--- src/rtl/lc3b_types.sv ---
// Shared LC-3b memory types and the arbiter state encoding.
package lc3b_types;

  typedef logic [15:0] lc3b_word;
  typedef logic [1:0]  lc3b_mem_wmask;

  typedef enum logic [2:0] {
    IDLE,
    BUSY_A,
    BUSY_B,
    DONE_A,
    DONE_B
  } arb_state_t;

endpackage

--- src/rtl/mem_arb_req_reg.sv ---
// Captured downstream request (address, write data, mask, op).
// A single copy is shared by both ports because only one transaction is ever in flight.
module mem_arb_req_reg
  import lc3b_types::*;
#(
  parameter int WIDTH = 16
) (
  input  logic             clk,
  input  logic             reset,
  input  logic             load,
  input  logic [WIDTH-1:0] addr_d,
  input  logic [WIDTH-1:0] wdata_d,
  input  lc3b_mem_wmask    mask_d,
  input  logic             write_d,
  output logic [WIDTH-1:0] addr_q,
  output logic [WIDTH-1:0] wdata_q,
  output lc3b_mem_wmask    mask_q,
  output logic             write_q
);

  always_ff @(posedge clk or posedge reset) begin
    if (reset) begin
      addr_q  <= '0;
      wdata_q <= '0;
      mask_q  <= '0;
      write_q <= 1'b0;
    end else if (load) begin
      addr_q  <= addr_d;
      wdata_q <= wdata_d;
      mask_q  <= mask_d;
      write_q <= write_d;
    end
  end

endmodule

--- src/rtl/mem_arbiter.sv ---
// Two-port (fetch A, data B) arbiter onto one word-wide downstream memory,
// with B-priority limited by a starvation counter that eventually forces A.
module mem_arbiter
  import lc3b_types::*;
#(
  parameter int WIDTH        = 16,
  parameter int STARVE_LIMIT = 4,
  parameter int CNT_W        = 3
) (
  input  logic             clk,
  input  logic             reset,
  input  logic [WIDTH-1:0] mem_addr1,
  input  logic             mem_read1,
  output logic [WIDTH-1:0] mem_rdata1,
  output logic             resp_a,
  input  logic [WIDTH-1:0] mem_addr2,
  input  logic             mem_read2,
  input  logic             mem_write2,
  input  logic [WIDTH-1:0] mem_wdata2,
  input  logic [1:0]       mem_byte_enable2,
  output logic [WIDTH-1:0] mem_rdata2,
  output logic             resp_b,
  output logic [WIDTH-1:0] pmem_addr,
  output logic             pmem_read,
  output logic             pmem_write,
  output logic [WIDTH-1:0] pmem_wdata,
  output logic [1:0]       pmem_wmask,
  input  logic [WIDTH-1:0] pmem_rdata,
  input  logic             pmem_resp,
  output logic             protocol_err
);

  arb_state_t       state;
  logic [CNT_W-1:0] starve_cnt;

  logic             req_a, req_b, starved, grant_a, grant_b, load, busy;
  logic [WIDTH-1:0] ld_addr, ld_wdata;
  lc3b_mem_wmask    ld_mask;
  logic             ld_write;
  logic [WIDTH-1:0] q_addr, q_wdata;
  lc3b_mem_wmask    q_mask;
  logic             q_write;

  assign req_a   = mem_read1;
  assign req_b   = mem_read2 | mem_write2;
  assign starved = (starve_cnt == CNT_W'(STARVE_LIMIT));
  assign grant_b = (state == IDLE) && req_b && !(req_a && starved);
  assign grant_a = (state == IDLE) && req_a && !grant_b;
  assign load    = grant_a | grant_b;
  assign busy    = (state == BUSY_A) || (state == BUSY_B);

  // A read+write collision on port B is resolved as a write.
  assign ld_addr  = grant_b ? mem_addr2 : mem_addr1;
  assign ld_wdata = grant_b ? mem_wdata2 : '0;
  assign ld_mask  = grant_b ? mem_byte_enable2 : '0;
  assign ld_write = grant_b & mem_write2;

  mem_arb_req_reg #(.WIDTH(WIDTH)) u_req_reg (
    .clk     (clk),
    .reset   (reset),
    .load    (load),
    .addr_d  (ld_addr),
    .wdata_d (ld_wdata),
    .mask_d  (ld_mask),
    .write_d (ld_write),
    .addr_q  (q_addr),
    .wdata_q (q_wdata),
    .mask_q  (q_mask),
    .write_q (q_write)
  );

  assign pmem_addr  = busy ? q_addr  : '0;
  assign pmem_wdata = busy ? q_wdata : '0;
  assign pmem_wmask = busy ? q_mask  : '0;

  always_ff @(posedge clk or posedge reset) begin
    if (reset) begin
      state      <= IDLE;
      starve_cnt <= '0;
      pmem_read  <= 1'b0;
      pmem_write <= 1'b0;
      resp_a     <= 1'b0;
      resp_b     <= 1'b0;
      mem_rdata1 <= '0;
      mem_rdata2 <= '0;
    end else begin
      unique case (state)
        IDLE: begin
          if (grant_b) begin
            state      <= BUSY_B;
            pmem_read  <= ~mem_write2;
            pmem_write <= mem_write2;
            if (!req_a)
              starve_cnt <= '0;
            else if (!starved)
              starve_cnt <= starve_cnt + CNT_W'(1);
          end else if (grant_a) begin
            state      <= BUSY_A;
            pmem_read  <= 1'b1;
            starve_cnt <= '0;
          end
        end
        BUSY_A: begin
          if (pmem_resp) begin
            state      <= DONE_A;
            pmem_read  <= 1'b0;
            resp_a     <= 1'b1;
            mem_rdata1 <= pmem_rdata;
          end
        end
        BUSY_B: begin
          if (pmem_resp) begin
            state      <= DONE_B;
            pmem_read  <= 1'b0;
            pmem_write <= 1'b0;
            resp_b     <= 1'b1;
            if (!q_write)
              mem_rdata2 <= pmem_rdata;
          end
        end
        DONE_A: begin
          state  <= IDLE;
          resp_a <= 1'b0;
        end
        DONE_B: begin
          state  <= IDLE;
          resp_b <= 1'b0;
        end
        default: state <= IDLE;
      endcase
    end
  end

  always_ff @(posedge clk or posedge reset) begin
    if (reset)
      protocol_err <= 1'b0;
    else if (mem_read2 && mem_write2)
      protocol_err <= 1'b1;
  end

endmodule
--- config.mk ---
export PLATFORM = sky130hd
export DESIGN_NAME = mem_arbiter
export DESIGN_NICKNAME = d
export VERILOG_FILES = /design/src/rtl/lc3b_types.sv /design/src/rtl/mem_arb_req_reg.sv /design/src/rtl/mem_arbiter.sv
export SDC_FILE = /design/constraint.sdc
export NUM_CORES = 1
export LEC_CHECK = 0
export CAP_MARGIN = 20
export CORE_MARGIN = 3
export CORE_UTILIZATION = 30
export DETAILED_ROUTE_END_ITERATION = 10
export MAX_ROUTING_LAYER = met4
export PLACE_DENSITY = 0.55
export SLEW_MARGIN = 20
export SYNTH_ARGS = -nofsm -noshare
export SYNTH_HDL_FRONTEND = slang
export SYNTH_HIERARCHICAL = 1
export SYNTH_SLANG_ARGS = --single-unit
--- constraint.sdc ---
create_clock -name clk -period 4.67 [get_ports clk]
set_input_delay 0.934 -clock clk [delete_from_list [all_inputs] [get_ports clk]]
set_output_delay 0.934 -clock clk [all_outputs]
set_load 0.02 [all_outputs]
==> flow_summary.yaml, run 1 <==
yosys:
  yosysTopAreaCell: "dfrtp_1"
  synth_area_per_cell_sq_um: 13.7
  synthDistinctLibCells: 36
  ys_top_cells_by_area: "dfrtp_1, mux2_4, mux2_2, and2_1, buf_12"
  synth.most_common_cell: "dfrtp_1"
  synthArstFlopShare: 1.00
  yosys-top-cells-count: "dfrtp_1, and2_1, mux2_2, mux2_4, inv_1"
  synth-seq-cells: 78
  synthesis.area_sq_um: 3870
  synth_edf_count: 0
  synth_warnings: 6
  ys_seq_area_frac: 0.504
  syn_inst: 282
  netlist.area_leader.share: 0.504
  synth-main-ff-cell: "dfrtp_1"
  syn-num-nets: 356
clock_tree:
  clock-sinks: 78
  clk_pin_slew_worst_paths_ps: 60
  numCtsBuffers: 9
  cts_hold_buf: 0
  cts-root-buf: "clkbuf_16"
  max-clock-path-buffers: 2
  clock_latency_ps: 320
  htree_levels: 3
  cts_resized: 0
  cts_tree: "done"
  cts_setup_buffers: 0
global_route:
  grt_pass1_wl_microns: 14300
  grt_pass1_vias: 2788
  antenna_found_initial: 0
  grt_max_degree: 44
  grtUsageTotal: 0.128
  grt.overflow.total: 0
setup_path:
  startpoint: "state[0]"
  crit_chain: "xnor2_1, nor2_2, buf_4, and2_1, clkdlybuf4s50_1"
  cp-start-kind: "flop"
  crit_type: "reg2out"
  required_ps: 3740
  path_delay_family: "buffers and inverters"
  crit_path_max_fanout: 35
  crit_buf_inv: 2
  worstReg2RegStart: "state[0]"
  slowest_delay_ps: 610
  cpMaxStageDelayCell: "clkdlybuf4s50_1"
  cp-endpoint: "pmem_wdata[7]"
  reg2reg_depth: 4
  reg2reg_to: "u_req_reg/wdata_q[7]"
  regToRegSetupSlack_ps: 2140
  cp.depth: 5
  end_kind: "primary output"
  arrival_ps: 2260
layout:
  drive_gt1_frac: 0.242
  diodes: 0
  final_util: 0.459
  final_cells: 594
  nets: 495
  syn_to_final_growth_pct: 45.9
die:
  die_h_microns: 120
  die_w_microns: 120
  rows: 40
  die-area_sq_um: 14300
  coreArea_sq_um: 12300
  ioPinCount: 143
  start_util: 0.315
power:
  clockPowerShare: 0.166
  ir_drop_mv: 0.236
  sw_frac_of_total: 0.357
  p_seq_frac: 0.297
  powerDensity_nw_per_um2: 684
  internal-power_mw: 2.48
  combPwrFrac: 0.536
  leakage_nw: 2.43
  power_switching_mw: 1.38
sta:
  setup_viol: 0
  tightest_slew_ps: 1040
  postLayoutSetupSlackWorst_ps: 1480
  tns_ps: 0
  max_freq_mhz: 313
  finalHoldViolCount: 0
  finalCritPeriodShare: 0.684
  skew_ps: 5.77
  period_needed_ps: 3190
  slew_headroom: 0.303
  slew_viol_final: 0
  rsz0062_at_grt: "no"
routing:
  drc_errors: 0
  vias: 2643
  initialDrtViolationCount: 81
  drt_wl_total_microns: 8950
  ant_nets: 0
  first_pass_iters: 4
  vias_per_cell: 4.45
  avgRoutedWirePerCell_microns: 15.1
flow_run:
  cap_violations: 0
placement:
  dp.final_hpwl_microns: 6210
  gp_congestion: 0.703
  post-place-cells: 578
  port_buffers: 142
  preCtsSetupSlack_ps: 1300
outcome:
  status: "finished clean"
min_path:
  hold_class: "reg2reg"
==> cell families after synthesis <==
group | share of synthesized area
mux | 0.279
buf+inv | 0.0472
xor+xnor | 0.00226
compound gates | 0.0346
fa+ha+maj | 0.00646
simple gates | 0.127
flops | 0.504
==> per-stage QoR <==
stage	hold WS [ps]	cell area [sq um]	power, mW
2_1_floorplan	472	3870	2.53
3_3_place_gp	443	5370	3.25
3_5_place_dp	443	5370	3.26
4_1_cts	457	5650	3.93
5_1_grt	476	5650	4.10
6_report	452	5650	3.87
==> routing by layer <==
metal / vias to the layer above / GRT usage / wire length (microns)
met5: - / - / 0
met1: 1274 / 0.166 / 4270
met4: 0 / 0.0408 / 100
li1: 1246 / - / -
met3: 10 / 0.0396 / 660
met2: 113 / 0.194 / 3920
==> worst register-to-register path, delay by kind of cell, from the launching register on <==
family          cells  cell delay, ps
flops               1             520
mux                 1             430
buf+inv             1             820
simple gates        1             370
compound gates      1             280
==> state kept, by name, summed over array words and instances, names as in the netlist <==
register,flops
state,3
u_req_reg/mask_q,2
pmem_write,1
starve_cnt,3
u_req_reg/write_q,1
u_req_reg/wdata_q,16
resp_b,1
mem_rdata2,16
resp_a,1
pmem_read,1
u_req_reg/addr_q,16
mem_rdata1,16
protocol_err,1
==> power by group through the flow <==
stage	Clock (mW)	Sequential [mW]	Combinational, mW
5_1_grt	0.696	1.19	2.22
2_1_floorplan	0	1.30	1.23
3_3_place_gp	0	1.15	2.10
4_1_cts	0.663	1.15	2.11
3_5_place_dp	0	1.15	2.11
6_report	0.643	1.15	2.07
==> layout make-up <==
class / count / area (sq um)
fillers: 1173 / 6660
well taps: 168 / 210
multi-input cells: 180 / 1740
flip-flops and latches: 78 / 1950
inverters: 7 / 26.3
clock inverters: 6 / 37.5
repair buffers: 145 / 1440
clock buffers: 10 / 239
==> worst min path at each step <==
stage	start	to	slack, ps	cells after the start
2_1_floorplan	u_req_reg/wdata_q[10]	u_req_reg/wdata_q[10]	470	1
3_3_place_gp	protocol_err	protocol_err	440	1
3_5_place_dp	protocol_err	protocol_err	440	1
4_1_cts	protocol_err	protocol_err	460	1
5_1_grt	protocol_err	protocol_err	480	1
6_report	protocol_err	protocol_err	450	1
==> placed cells by master, fill, tap and decap left out, drive strengths merged, types with 4 or more instances in the layout <==
cell,n
clkdlybuf4s50,142
o21ai,4
and2,52
nor2b,5
clkinv,4
mux2,83
a21oi,5
dfrtp,78
inv,6
clkbuf,10
Note: power is estimated with default switching activity, not from simulation.
==> run 2: changes to the inputs <==
- PLACE_DENSITY: 0.55 -> 0.57
- clock period: 4.67 -> 2.8 ns (I/O delays scaled with it)
==> flow_summary.yaml, run 2 (synthesis results as in run 1) <==
sta:
  finalHoldViolCount: 0
  postLayoutSetupSlackWorst_ps: 168
  hold_slack_ps: 462
  tns_ps: 0
  slew_viol_final: 0
  slew_headroom: 0.595
  tightest_slew_ps: 608
  rsz0062_at_grt: "no"
  period_needed_ps: 2630
  setup_viol: 0
  max_freq_mhz: 380
  finalCritPeriodShare: 0.940
  skew_ps: 5.34
die:
  die-area_sq_um: 14300
  ioPinCount: 143
  start_util: 0.315
  die_h_microns: 120
  coreArea_sq_um: 12300
  rows: 40
  die_w_microns: 120
routing:
  vias_per_cell: 4.39
  first_pass_iters: 4
  vias: 2650
  drt_wl_total_microns: 9280
  drc_errors: 0
  initialDrtViolationCount: 89
  ant_nets: 0
  avgRoutedWirePerCell_microns: 15.4
setup_path:
  end_kind: "primary output"
  cpMaxStageDelayCell: "clkdlybuf4s50_1"
  arrival_ps: 2070
  slowest_delay_ps: 610
  cp-start-kind: "flop"
  required_ps: 2240
  crit_chain: "nor2_4, buf_12, and2_1, clkdlybuf4s50_1"
  crit_type: "reg2out"
  crit_path_max_fanout: 32
layout:
  final_common_cell: "clkdlybuf4s50_1"
  drive_gt1_frac: 0.257
  syn_to_final_growth_pct: 48.2
  final_cell_mix: "clkdlybuf4s50_1, dfrtp_1, and2_1, mux2_2, mux2_4"
  nets: 504
  fin_area_sq_um: 5740
  diodes: 0
global_route:
  grt_max_degree: 44
  grt_pass1_vias: 2925
  antenna_found_initial: 0
  grt_pass1_wl_microns: 15400
  grt.overflow.total: 0
  grtUsageTotal: 0.140
placement:
  gp_congestion: 0.774
  placed_area_sq_um: 5450
  port_buffers: 142
  preCtsSetupSlack_ps: 232
  dp.final_hpwl_microns: 6490
clock_tree:
  htree_levels: 3
  clk_pin_slew_worst_paths_ps: 60
  cts_tree: "done"
  numCtsBuffers: 9
  max-clock-path-buffers: 2
  clock-sinks: 78
  cts_hold_buf: 0
  clock_latency_ps: 330
  cts-root-buf: "clkbuf_16"
power:
  ir_drop_mv: 0.475
  power_switching_mw: 2.36
  powerDensity_nw_per_um2: 1140
  leakage_nw: 2.48
  internal-power_mw: 4.20
  clockPowerShare: 0.167
  p_seq_frac: 0.288
  combPwrFrac: 0.545
  sw_frac_of_total: 0.360
outcome:
  status: "finished clean"
min_path:
  hold_class: "reg2reg"
flow_run:
  cap_violations: 0
## run 2: changes by cell type in the layout (fill, tap and decap cells not counted), sizes merged
| cell | delta |
|---|---|
| clkinv | -2 |
| inv | +4 |
| clkinvlp | -1 |
| buf | +9 |
| clkbuf | -1 |
## run 2: what timing repair did
item                                    CTS  global route
endpoints found under the setup margin    0             1
setup buffers                             0             0
resized for setup                         0             1
## run 2: metrics by stage
stage / instances / power [mW] / util
floorplan: 282 / 4.22 / -
global placement: 587 / 5.49 / 0.443
detailed placement: 587 / 5.53 / 0.443
CTS: 603 / 6.68 / 0.466
global route: 603 / 6.99 / 0.466
finish: 603 / 6.57 / 0.466
## run 2: metal layers
layer / vias up / GRT usage / part of all wire
met2: 122 / 0.215 / 0.44
met3: 10 / 0.0452 / 0.079
met5: - / - / 0
met4: 0 / 0.0429 / 0.013
met1: 1255 / 0.176 / 0.46
li1: 1263 / - / -
## run 2: cell type report
cell class | instances | area [sq um]
multi-input cells | 180 | 1750
clock inverters | 7 | 55.1
inverters | 7 | 26.3
flip-flops and latches | 78 | 1950
well taps | 168 | 210
clock buffers | 9 | 225
repair buffers | 154 | 1520
fillers | 1167 | 6570
## run 2: final timing paths
kind / slack, ps / end / cells past startpoint / startpoint
max reg2reg: 780 / u_req_reg/wdata_q[4] / 7 / state[0]
min in group asynchronous: 680 / u_req_reg/addr_q[12] / 3 / reset
min reg2reg: 460 / protocol_err / 1 / protocol_err
max in group asynchronous: 1700 / mem_rdata1[1] / 3 / reset
max: 170 / pmem_wdata[5] / 4 / state[2]
min: 460 / protocol_err / 1 / protocol_err
## run 2: worst max-delay path, delay by kind of cell, from the launching register on
family / cells / cell delay, ps
AND/OR/NAND/NOR: 2 / 410
flip-flops: 1 / 520
buffers and inverters: 2 / 800
## run 2: power groups by stage
stage | sequential, mW | combinational (mW) | clock [mW]
final | 1.89 | 3.58 | 1.10
after detailed placement | 1.90 | 3.63 | 0
after global routing | 1.96 | 3.83 | 1.20
after global placement | 1.90 | 3.59 | 0
after floorplan | 2.17 | 2.04 | 0
after CTS | 1.89 | 3.64 | 1.15
==> run 3: changes to the inputs <==
- CORE_MARGIN: 3 -> unset
- PLACE_DENSITY: 0.57 -> 0.55
- clock period: 2.8 -> 2.7 ns (I/O delays scaled with it)
==> flow_summary.yaml, run 3 (synthesis results as in run 1) <==
setup_path:
  arrival_ps: 2030
  reg2reg_depth: 6
  reg2reg_to: "u_req_reg/addr_q[5]"
  worstReg2RegStart: "starve_cnt[0]"
  crit_path_max_fanout: 29
  startpoint: "state[1]"
  regToRegSetupSlack_ps: 710
  cpMaxStageDelayCell: "clkdlybuf4s50_1"
  required_ps: 2160
  crit_chain: "xnor2_1, nor2_2, buf_12, and2_1, clkdlybuf4s50_1"
  cp-start-kind: "flop"
  end_kind: "primary output"
  crit_type: "reg2out"
  slowest_delay_ps: 650
global_route:
  grt.overflow.total: 0
  antenna_found_initial: 0
  grtUsageTotal: 0.148
  grt_pass1_vias: 2776
  grt_max_degree: 44
  grt_pass1_wl_microns: 14100
layout:
  fill_cells: 1199
  final_cells: 609
  drive_gt1_frac: 0.261
  regArea_sq_um: 1950
  fin_area_sq_um: 5820
  diodes: 0
  final_util: 0.461
  final_cell_mix: "clkdlybuf4s50_1, dfrtp_1, and2_1, mux2_2, mux2_4"
  nets: 506
  multi_input_area_sq_um: 1740
  final_common_cell: "clkdlybuf4s50_1"
  syn_to_final_growth_pct: 50.3
sta:
  setup_viol: 0
  tns_ps: 0
  slew_headroom: 0.576
  tightest_slew_ps: 636
  max_freq_mhz: 389
  slew_viol_final: 0
  finalCritPeriodShare: 0.953
  rsz0062_at_grt: "no"
  finalHoldViolCount: 0
  period_needed_ps: 2570
  skew_ps: 3.04
power:
  leakage_nw: 2.54
  powerDensity_nw_per_um2: 1210
  ir_drop_mv: 0.533
clock_tree:
  numCtsBuffers: 9
  htree_levels: 3
  max-clock-path-buffers: 2
  cts_hold_buf: 0
  clock-sinks: 78
  cts-root-buf: "clkbuf_16"
  cts_tree: "done"
  clock_latency_ps: 340
  clk_pin_slew_worst_paths_ps: 60
die:
  die_w_microns: 116
  die_h_microns: 116
  start_util: 0.307
  ioPinCount: 143
  coreArea_sq_um: 12600
  die-area_sq_um: 13400
  rows: 41
routing:
  initialDrtViolationCount: 84
  first_pass_iters: 4
  drc_errors: 0
  ant_nets: 0
  drt_wl_total_microns: 8960
  avgRoutedWirePerCell_microns: 14.7
  vias_per_cell: 4.39
  vias: 2673
min_path:
  hold_class: "reg2reg"
  worstHoldPathCells: 1
  worstHoldStart: "protocol_err"
  min_to: "protocol_err"
placement:
  post-place-cells: 593
  dp.final_hpwl_microns: 6150
  gp_congestion: 0.717
  placed_area_sq_um: 5490
  port_buffers: 142
outcome:
  status: "finished clean"
flow_run:
  cap_violations: 0
run 3: through the flow:
stage	worst slack, ps	hold slack, ps	total power [mW]
floorplan	774	472	4.37
global placement	257	441	5.75
detailed placement	227	443	5.78
CTS	86.1	458	7.19
global route	10.6	490	7.50
finish	127	454	7.05
run 3: layer usage:
layer,GRT usage,share of wire
met5,-,0
met4,0.0538,0.012
met3,0.0643,0.092
met2,0.217,0.44
met1,0.181,0.46
run 3: repair_timing:
| action | in CTS | in global routing |
|---|---|---|
| buffers inserted | 0 | 0 |
| setup endpoints to repair | 0 | 1 |
| resized for setup | 0 | 1 |
run 3: critical path, delay by kind of cell (launching register included):
family / cells / cell delay [ps]
buffers and inverters: 2 / 840
DFF: 1 / 390
and+or+nand+nor: 2 / 310
xor gates and xnor gates: 1 / 140
run 3: worst max-delay path by stage:
stage | end | slack, ps | cells after the start
CTS | pmem_addr[12] | 90 | 5
finish | pmem_addr[12] | 130 | 5
global placement | u_req_reg/addr_q[14] | 260 | 5
detailed placement | u_req_reg/addr_q[6] | 230 | 5
floorplan | u_req_reg/addr_q[0] | 770 | 6
global route | pmem_wdata[2] | 10 | 5
run 3: final cells by class:
class	count	area share
clock inverter	6	0.0159
clock buffer	10	0.0411
tap	172	0.0370
multi-input combinational	180	0.299
sequential	78	0.335
timing repair buffer	156	0.267
inverter	7	0.00451
run 3: power by group:
part / switching [mW] / total (mW) / leakage, nW / internal [mW]
sequential: 0.255 / 1.94 / 0.961 / 1.69
clock: 0.509 / 1.35 / 0.156 / 0.841
combinational: 1.69 / 3.76 / 1.42 / 2.08
